$ cat config.mk
export PLATFORM = sky130hd
export DESIGN_NAME = chunk_mask_pipe
export DESIGN_NICKNAME = d
export VERILOG_FILES = /design/src/rtl/mask_pkg.sv /design/src/rtl/chunk_mask_lane.sv /design/src/rtl/chunk_mask_pipe.sv
export SDC_FILE = /design/constraint.sdc
export NUM_CORES = 1
export LEC_CHECK = 0
export CAP_MARGIN = 20
export CORE_MARGIN = 8
export CORE_UTILIZATION = 30
export CTS_BUF_LIST = sky130_fd_sc_hd__clkbuf_4
export CTS_CLUSTER_DIAMETER = 100
export DETAILED_ROUTE_END_ITERATION = 10
export GPL_TIMING_DRIVEN = 0
export PLACE_DENSITY = 0.54
export SLEW_MARGIN = 20
export SYNTH_ARGS = -nofsm -noshare
export SYNTH_HDL_FRONTEND = slang
export SYNTH_SLANG_ARGS = --single-unit
$ cat constraint.sdc
create_clock -name clk -period 2.65 [get_ports clk]
set_input_delay 0.6625 -clock clk [delete_from_list [all_inputs] [get_ports clk]]
set_output_delay 0.6625 -clock clk [all_outputs]
set_load 0.03 [all_outputs]
$ cat src/rtl/mask_pkg.sv
// Shared types and sizing helpers for the chunk mask pipeline.
package mask_pkg;

    typedef enum logic {
        MASK_ZERO = 1'b0,
        MASK_HOLD = 1'b1
    } mask_mode_e;

    function automatic int ceil_division(input int num, input int den);
        return (num + den - 1) / den;
    endfunction

    function automatic int nchunk(input int width, input int chunk);
        return ceil_division(width, chunk);
    endfunction

endpackage

$ cat src/rtl/chunk_mask_lane.sv
// One lane: NCHUNK-deep mask shift register, optional hold registers and
// per-slice output gating. Slice k of the data is gated by mask stage k.
module chunk_mask_lane
    import mask_pkg::*;
#(
    parameter int         WIDTH = 8,
    parameter int         CHUNK = 1,
    parameter mask_mode_e MODE  = MASK_ZERO
) (
    input  logic             clk,
    input  logic             rst,
    input  logic             en,
    input  logic             flush,
    input  logic [WIDTH-1:0] in,
    input  logic             in_mask,
    output logic [WIDTH-1:0] out,
    output logic             out_mask
);

    localparam int NCHUNK = nchunk(WIDTH, CHUNK);

    logic [NCHUNK-1:0] m_q;
    logic [NCHUNK-1:0] m_d;
    logic [NCHUNK:0]   m_shifted;
    logic [WIDTH-1:0]  mask_bits;
    logic [WIDTH-1:0]  h_q;

    // Extra top bit lets NCHUNK=1 share the same shift expression.
    assign m_shifted = {m_q, in_mask};

    always_comb begin
        // NOTE: assign a default first so every path drives m_d and no latch is inferred.
        m_d = m_q;
        if (flush) begin
            m_d = '0;
        end else if (en) begin
            m_d = m_shifted[NCHUNK-1:0];
        end
    end

    always_ff @(posedge clk or negedge rst) begin
        if (!rst) begin
            m_q <= '0;
        end else begin
            // NOTE: sequential state uses non-blocking assignment so all flops update together.
            m_q <= m_d;
        end
    end

    // Fan each slice's mask stage out to its bits; the last slice may be partial.
    for (genvar i = 0; i < WIDTH; i++) begin : g_mask_bit
        assign mask_bits[i] = m_q[i / CHUNK];
    end

    if (MODE == MASK_HOLD) begin : g_hold
        logic [WIDTH-1:0] h_d;

        // Flush leaves the held values untouched, so capture only on a real shift.
        always_comb begin
            h_d = h_q;
            if (en && !flush) begin
                h_d = (in & mask_bits) | (h_q & ~mask_bits);
            end
        end

        always_ff @(posedge clk or negedge rst) begin
            if (!rst) begin
                // NOTE: hold registers are reset because out must read 0 while masks are 0.
                h_q <= '0;
            end else begin
                h_q <= h_d;
            end
        end
    end else begin : g_no_hold
        assign h_q = '0;
    end

    assign out      = (in & mask_bits) | (h_q & ~mask_bits);
    assign out_mask = m_q[NCHUNK-1];

endmodule

$ cat src/rtl/chunk_mask_pipe.sv
// Multi-lane chunk mask: one chunk_mask_lane per lane plus a shared
// saturating fill counter that reports when the mask pipeline is primed.
module chunk_mask_pipe
    import mask_pkg::*;
#(
    parameter int         WIDTH = 8,
    parameter int         CHUNK = 1,
    parameter int         LANES = 1,
    parameter mask_mode_e MODE  = MASK_ZERO
) (
    input  logic                   clk,
    input  logic                   rst,
    input  logic                   en,
    input  logic                   flush,
    input  logic [LANES*WIDTH-1:0] in,
    input  logic [LANES-1:0]       in_mask,
    output logic [LANES*WIDTH-1:0] out,
    output logic [LANES-1:0]       out_mask,
    output logic                   primed
);

    localparam int NCHUNK = nchunk(WIDTH, CHUNK);
    localparam int FCW    = $clog2(NCHUNK + 1);
    localparam logic [FCW-1:0] FC_MAX = FCW'(NCHUNK);

    logic [FCW-1:0] fc_q;
    logic [FCW-1:0] fc_d;

    for (genvar l = 0; l < LANES; l++) begin : g_lane
        chunk_mask_lane #(
            .WIDTH (WIDTH),
            .CHUNK (CHUNK),
            .MODE  (MODE)
        ) u_lane (
            .clk      (clk),
            .rst      (rst),
            .en       (en),
            .flush    (flush),
            .in       (in[l*WIDTH +: WIDTH]),
            .in_mask  (in_mask[l]),
            .out      (out[l*WIDTH +: WIDTH]),
            .out_mask (out_mask[l])
        );
    end

    always_comb begin
        fc_d = fc_q;
        if (flush) begin
            fc_d = '0;
        end else if (en && (fc_q != FC_MAX)) begin
            fc_d = fc_q + 1'b1;
        end
    end

    always_ff @(posedge clk or negedge rst) begin
        if (!rst) begin
            fc_q <= '0;
        end else begin
            fc_q <= fc_d;
        end
    end

    assign primed = (fc_q == FC_MAX);

endmodule

==> results of run 1 <==
## logic make-up after synthesis
| kind of cell | count (synthesis) |
|---|---|
| and+or+nand+nor | 27 |
| DFF | 12 |
| muxes | 10 |
| buffers and inverters | 4 |
| AOI/OAI and AO/OA | 2 |
| adders and majority gates | 2 |
| xor gates and xnor gates | 1 |
## flip-flops by register name (all words and copies together), names as in the netlist
name and count:
g_lane.u_lane.m_q 8, fc_q 4
## metal layers
layer / up-vias / wire, µm / global-route usage (%)
li1: 243 / - / -
met1: 215 / 573 / 8.69
met2: 13 / 589 / 11.5
met3: 2 / 119 / 2.51
met4: 0 / 13 / 5.98
met5: - / 0 / 0
## worst min-delay path by stage
stage / from / slack, ns / cells after the start / end
floorplan: rst / 0.37 / 0 / fc_q[0]
global placement: g_lane[0].u_lane.m_q[7] / 0.53 / 2 / g_lane[0].u_lane.m_q[7]
detailed placement: g_lane[0].u_lane.m_q[0] / 0.53 / 2 / g_lane[0].u_lane.m_q[0]
CTS: g_lane[0].u_lane.m_q[0] / 0.55 / 2 / g_lane[0].u_lane.m_q[0]
global route: g_lane[0].u_lane.m_q[0] / 0.58 / 2 / g_lane[0].u_lane.m_q[0]
finish: g_lane[0].u_lane.m_q[0] / 0.54 / 2 / g_lane[0].u_lane.m_q[0]
## layout make-up
type,instances,area (µm²),area share [%]
inverter,2,7.51,0.843
clock buffer,3,22.5,2.53
timing repair buffer,22,220,24.7
tap,27,33.8,3.79
sequential,12,300,33.7
buffer,2,11.3,1.26
multi-input combinational,42,295,33.1
## stage by stage
stage	total power, mW	utilization, %	hold WS [ns]	std cells
6_report	0.353	45.9	0.544	110
3_3_place_gp	0.248	44.7	0.529	107
4_1_cts	0.362	45.9	0.551	110
3_5_place_dp	0.248	44.7	0.533	107
5_1_grt	0.370	45.9	0.581	110
2_1_floorplan	0.220	-	0.367	58
## tightest hold or removal path, delay by kind of cell (launching register included)
family,cells,cell delay (ns)
DFF,1,0.36
and+or+nand+nor,1,0.08
muxes,1,0.07
## power by group through the flow
stage / combinational, mW / clock [mW] / sequential (mW)
after floorplan: 0.0251 / 0 / 0.195
after global placement: 0.0519 / 0 / 0.196
after detailed placement: 0.0520 / 0 / 0.196
after CTS: 0.0525 / 0.118 / 0.192
after global routing: 0.0575 / 0.120 / 0.193
final: 0.0512 / 0.109 / 0.192
## synth_stat cells (all sizes together)
| library cell | count | area, µm² |
|---|---|---|
| dfrtp | 12 | 300 |
| nor2 | 12 | 45.0 |
| mux2i | 9 | 90.1 |
| and2 | 8 | 50.1 |
| nand2 | 3 | 13.8 |
| ha | 2 | 25.0 |
| inv | 2 | 7.51 |
| nand2b | 2 | 12.5 |
| a21oi | 1 | 5.00 |
| buf | 1 | 7.51 |
| clkbuf | 1 | 3.75 |
| mux2 | 1 | 15.0 |
| nand4 | 1 | 6.26 |
| o21a | 1 | 15.0 |
| or3b | 1 | 8.76 |
| xor2 | 1 | 8.76 |
==> metrics.md, run 1 <==
| Metric | Value |
|---|---|
| Crit path arrival time | 1.90 ns |
| Vias post-DR | 473 |
| Reg2reg start | fc_q[0] |
| DP Worst Slack | 0.0783 ns |
| Post_cts resized | 0 |
| Num CTS Buffers | 3 |
| Total grt overflow | 0 |
| Maximum vdd drop | 198 µV |
| Max Fanout on Critical Path | 1 |
| CP Data Required Time | 1.99 ns |
| Initial Utilization | 31.6% |
| Worst slew pin tran | 0.564 ns |
| Hold_buf cts | 0 |
| Switching Share | 23.4% |
| DRT antenna net count | 0 |
| Synthesized cell area | 614 µm² |
| Total GRT Usage | 7.64% |
| Syn nets | 73 |
| Layout cells sized above 1 | 8.43% |
| PwrDens | 396 mW/mm² |
| Largest family of logic cells by synthesized area | simple AND/OR/NAND/NOR gates |
| Crit path capture | out[6] |
| Htree depth | 1 |
| Die width | 61.3 µm |
| Setup violations, final | 0 |
| Critical R2R Capture | fc_q[0] |
| Commonest non-fill, non-tap cell in the layout | clkdlybuf4s50_1 |
| Largest net degree at the start of global routing | 13 |
| LEAKAGE | 0.410 nW |
| Die span in y | 61.3 µm |
| Worst Setup End Kind | primary output |
| Internal Power | 270 µW |
| Switching power of the nets | 82.3 µW |
| CTS sink count | 12 |
| Logic gate share of total power | 14.5% |
| CTS Root Cell | clkbuf_4 |
| Rel. slew slack | 62.3% |
| Most common cell on crit path | clkdlybuf4s50_1 |
| Mux cell area share after synthesis | 17.1% |
| Antenna cells | 0 |
| Gpl congestion | 0.715 |
| Clk slew on worst S/H paths | 0.07 ns |
| Max Fclk | 390 MHz |
| Slowest-stage cell, CP | clkdlybuf4s50_1 |
| Layout area overhead | 45.0% |
| Max_cap viols | 0 |
| Via density | 4.30 |
| Post-Synth XOR/XNOR Area | 1.43% |
| Clock period minus worst slack | 2.56 ns |
| Setup bufs post-CTS | 0 |
| Final Cell Area | 891 µm² |
| CTS tree | done |
| Core area | 0.00194 mm² |
| RSZ-0062 raised after global routing | no |
| Worst Hold Class | register to register |
| DRC Markers | 0 |
| Initial DRC count | 4 |
| Post-synthesis sequential area ratio | 48.9% |
| I/O Buffers | 22 |
| Synth Area in Compound Gates | 3.26% |
| Post-synthesis cell type count | 17 |
| Rows | 16 |
| Final hold violations | 0 |
| Setup CP Type | input port to primary output |
| CTS max path bufs | 2 |
| Nets | 100 |
| Worst R2R Setup Slack | 1.31 ns |
| Critical Path, Cell by Cell | clkdlybuf4s50_1 -> and2_1 -> clkdlybuf4s50_1 |
| Avg Cell Area, Syn | 10.6 µm² |
| Ys Warns | 0 |
| Final Skew | 0.00391 ns |
| Outcome | complete, no violations |
| Clock Latency Late Sink | 0.27 ns |
| Number of detailed-route iterations in the first pass | 2 |
| Largest stage delay, worst path | 0.67 ns |
| Detailed placement HPWL | 1010 µm |
| Adder-cell area share of the yosys netlist | 4.07% |
| Pins Over Slew Limit | 0 |
| Syn Inst Count | 58 |
| Setup TNS | 0 ns |
| First-pass GRT wire length | 2100 µm |
| Routed len/inst | 11.8 µm |
| WP buf/inv | 2 |
| Initial antenna violation count | 0 |
| Most frequent cells in the layout | 22 x clkdlybuf4s50_1, 12 x nor2_1, 12 x dfrtp_1 |
| Clock group share of total power | 30.9% |
| Final setup margin | 0.0884 ns |
| Worst path depth | 3 |
| Vias in the first global route | 476 |
| Startpoint types | input port |
| Placed instance area | 868 µm² |
| Total routed wirelength | 1300 µm |
| Final worst path period share | 96.7% |
| Kind of cell adding the most delay to the critical path | buffers and inverters |
| Worst Reg-to-Reg Cells | 5 |
| Die area | 0.00375 mm² |
| Post-synthesis simple-gate area fraction | 22.2% |
| Fillers | 201 |
| Synthesized flop and latch total | 12 |
| Seq pwr share | 54.5% |
| Num ports | 23 |
| CP startpoint | in[6] |
(Power assumes the default switching activity.)
==> inputs of run 2 (changes only) <==
- CAP_MARGIN: 20 -> unset
- RECOVER_POWER: unset -> 100
- clock period: 2.65 -> 3 ns (I/O delays scaled with it)
==> metrics.md, run 2 (same netlist as run 1, synthesis figures left out) <==
| Metric | Value |
|---|---|
| Clock period minus worst slack | 2.80 ns |
| Worst Hold Class | register to register (unchanged) |
| Fillers | 201 (unchanged) |
| CTS max path bufs | 2 (unchanged) |
| Detailed placement HPWL | 1010 µm (unchanged) |
| Layout area overhead | 43.8% (was 45.0%) |
| Final core utilization | 45.5% (was 45.9%) |
| FF+latch area | 300 µm² (unchanged) |
| LEAKAGE | 0.440 nW (was 0.410 nW) |
| Initial antenna violation count | 0 (unchanged) |
| Worst R2R Setup Slack | 1.64 ns (was 1.31 ns) |
| Critical R2R Capture | fc_q[0] (unchanged) |
| Crit path arrival time | 2.05 ns (was 1.90 ns) |
| Initial DRC count | 5 (was 4) |
| Number of detailed-route iterations in the first pass | 4 (was 2) |
| Setup bufs post-CTS | 0 (unchanged) |
| Commonest non-fill, non-tap cell in the layout | dlygate4sd3_1 (was clkdlybuf4s50_1) |
| CP Data Required Time | 2.25 ns (was 1.99 ns) |
| Nets | 100 (unchanged) |
| Setup TNS | 0 ns (unchanged) |
| Most frequent cells in the layout | 13 x dlygate4sd3_1, 12 x nor2_1, 12 x dfrtp_1 (was 22 x clkdlybuf4s50_1, 12 x nor2_1, 12 x dfrtp_1) |
| Critical Path, Cell by Cell | clkdlybuf4s50_1 -> and2_1 -> dlygate4sd3_1 (was clkdlybuf4s50_1 -> and2_1 -> clkdlybuf4s50_1) |
| Largest stage delay, worst path | 0.74 ns (was 0.67 ns) |
| Largest Register | g_lane.u_lane.m_q (unchanged) |
| Min Hold Slack | 0.544 ns (about the same) |
| Die span in y | 61.3 µm (unchanged) |
| RSZ-0062 raised after global routing | no (unchanged) |
| Htree depth | 1 (unchanged) |
| Multi-input gate area | 292 µm² (was 295 µm²) |
| Vias in the first global route | 476 (unchanged) |
| Max_cap viols | 0 (unchanged) |
| Worst hold start | g_lane[0].u_lane.m_q[0] (unchanged) |
| Max Fclk | 357 MHz |
| Pins Over Slew Limit | 0 (unchanged) |
| Final hold violations | 0 (unchanged) |
| Setup violations, final | 0 (unchanged) |
| DRT antenna net count | 0 (unchanged) |
| Placed cell count | 107 (unchanged) |
| Placed instance area | 868 µm² (unchanged) |
| I/O Buffers | 22 (unchanged) |
| Vias post-DR | 470 (was 473) |
| Num CTS Buffers | 3 (unchanged) |
| Post_cts resized | 0 (unchanged) |
| Final worst path period share | 93.4% |
| Initial Utilization | 31.6% (unchanged) |
| Clock Latency Late Sink | 0.27 ns (about the same) |
| Layout cells sized above 1 | 6.02% (was 8.43%) |
| Gpl congestion | 0.715 (unchanged) |
| Setup CP Type | input port to primary output (unchanged) |
| Die width | 61.3 µm (unchanged) |
| CTS sink count | 12 (unchanged) |
| Hold_buf cts | 0 (unchanged) |
| DRC Markers | 0 (unchanged) |
| CTS tree | done (unchanged) |
| Rel. slew slack | 56.0% (was 62.3%) |
| Kind of cell adding the most delay to the critical path | buffers and inverters (unchanged) |
| First-pass GRT wire length | 2100 µm (unchanged) |
| Worst Reg-to-Reg Cells | 5 (unchanged) |
| Reg2reg start | fc_q[0] (unchanged) |
| Antenna cells | 0 (unchanged) |
| Total GRT Usage | 7.64% (unchanged) |
| Final Skew | 0.00430 ns (was 0.00391 ns) |
| Worst Hold Endpoint | g_lane[0].u_lane.m_q[0] (unchanged) |
| Num ports | 23 (unchanged) |
| Final Cell Area | 883 µm² (was 891 µm²) |
| Core area | 0.00194 mm² (unchanged) |
| Via density | 4.27 (was 4.30) |
| WP buf/inv | 2 (unchanged) |
| Max Fanout on Critical Path | 1 (unchanged) |
| Hold depth | 2 (unchanged) |
| Slowest-stage cell, CP | dlygate4sd3_1 (was clkdlybuf4s50_1) |
| Maximum vdd drop | 170 µV (was 198 µV) |
| Total grt overflow | 0 (unchanged) |
| Die area | 0.00375 mm² (unchanged) |
| Clk slew on worst S/H paths | 0.07 ns (about the same) |
| PwrDens | 349 mW/mm² (was 396 mW/mm²) |
| Startpoint types | input port (unchanged) |
| Rows | 16 (unchanged) |
| Max reg flops | 8 (unchanged) |
| Total routed wirelength | 1300 µm (about the same) |
| Outcome | complete, no violations (unchanged) |
| Worst Setup End Kind | primary output (unchanged) |
| Largest registers | g_lane.u_lane.m_q x8, fc_q x4 (unchanged) |
| Largest net degree at the start of global routing | 13 (unchanged) |
| CTS Root Cell | clkbuf_4 (unchanged) |
| Layout Cells excl Fill | 110 (unchanged) |
| Routed len/inst | 11.8 µm (about the same) |
| Worst slew pin tran | 0.661 ns (was 0.564 ns) |
[run 2: cell types whose count changed in the layout (fill, tap and decap cells not counted), sizes merged]
cell / delta
buf: -1
clkbuf: +1
dlygate4sd3: +13
clkdlybuf4s50: -13
[run 2: worst max-delay path by stage]
stage / from / to / slack [ns] / cells past startpoint
2_1_floorplan: fc_q[0] / primed / 1.17 / 4
3_3_place_gp: in[2] / out[2] / 0.27 / 3
3_5_place_dp: in[6] / out[6] / 0.25 / 3
4_1_cts: in[6] / out[6] / 0.25 / 3
5_1_grt: in[4] / out[4] / 0.15 / 3
6_report: in[6] / out[6] / 0.20 / 3
[run 2: worst register-to-register path, cell delays in order, from the launching register on]
cell and delay, ns:
dfrtp_1 0.42, inv_1 0.09, ha_1 0.16, nand2_2 0.07
o21a_4 0.20, mux2_1 0.31
[run 2: layout make-up]
| cell class | instances | share of cell area, % |
|---|---|---|
| well taps | 27 | 3.82 |
| inverters | 2 | 0.850 |
| repair buffers | 22 | 24.9 |
| clock buffers | 3 | 2.55 |
| plain buffers | 2 | 0.850 |
| multi-input cells | 42 | 33.0 |
| flip-flops and latches | 12 | 34.0 |
[run 2: metrics by stage]
stage / setup slack (ns) / power [mW]
global route: 0.150 / 0.324
finish: 0.199 / 0.309
CTS: 0.247 / 0.320
detailed placement: 0.253 / 0.219
floorplan: 1.17 / 0.194
global placement: 0.271 / 0.219
[run 2: power by group]
part,internal (mW),switching (mW)
Sequential,0.166,0.00409
Combinational,0.0239,0.0184
Clock,0.0464,0.0501
[run 2: metal layers]
layer | up-vias | wire length (µm) | global-route usage, % | part of all wire [%]
met1 | 213 | 586 | 8.69 | 45
li1 | 242 | - | - | -
met4 | 0 | 13 | 5.98 | 1.0
met3 | 2 | 120 | 2.51 | 9.2
met2 | 13 | 581 | 11.5 | 45
met5 | - | 0 | 0 | 0
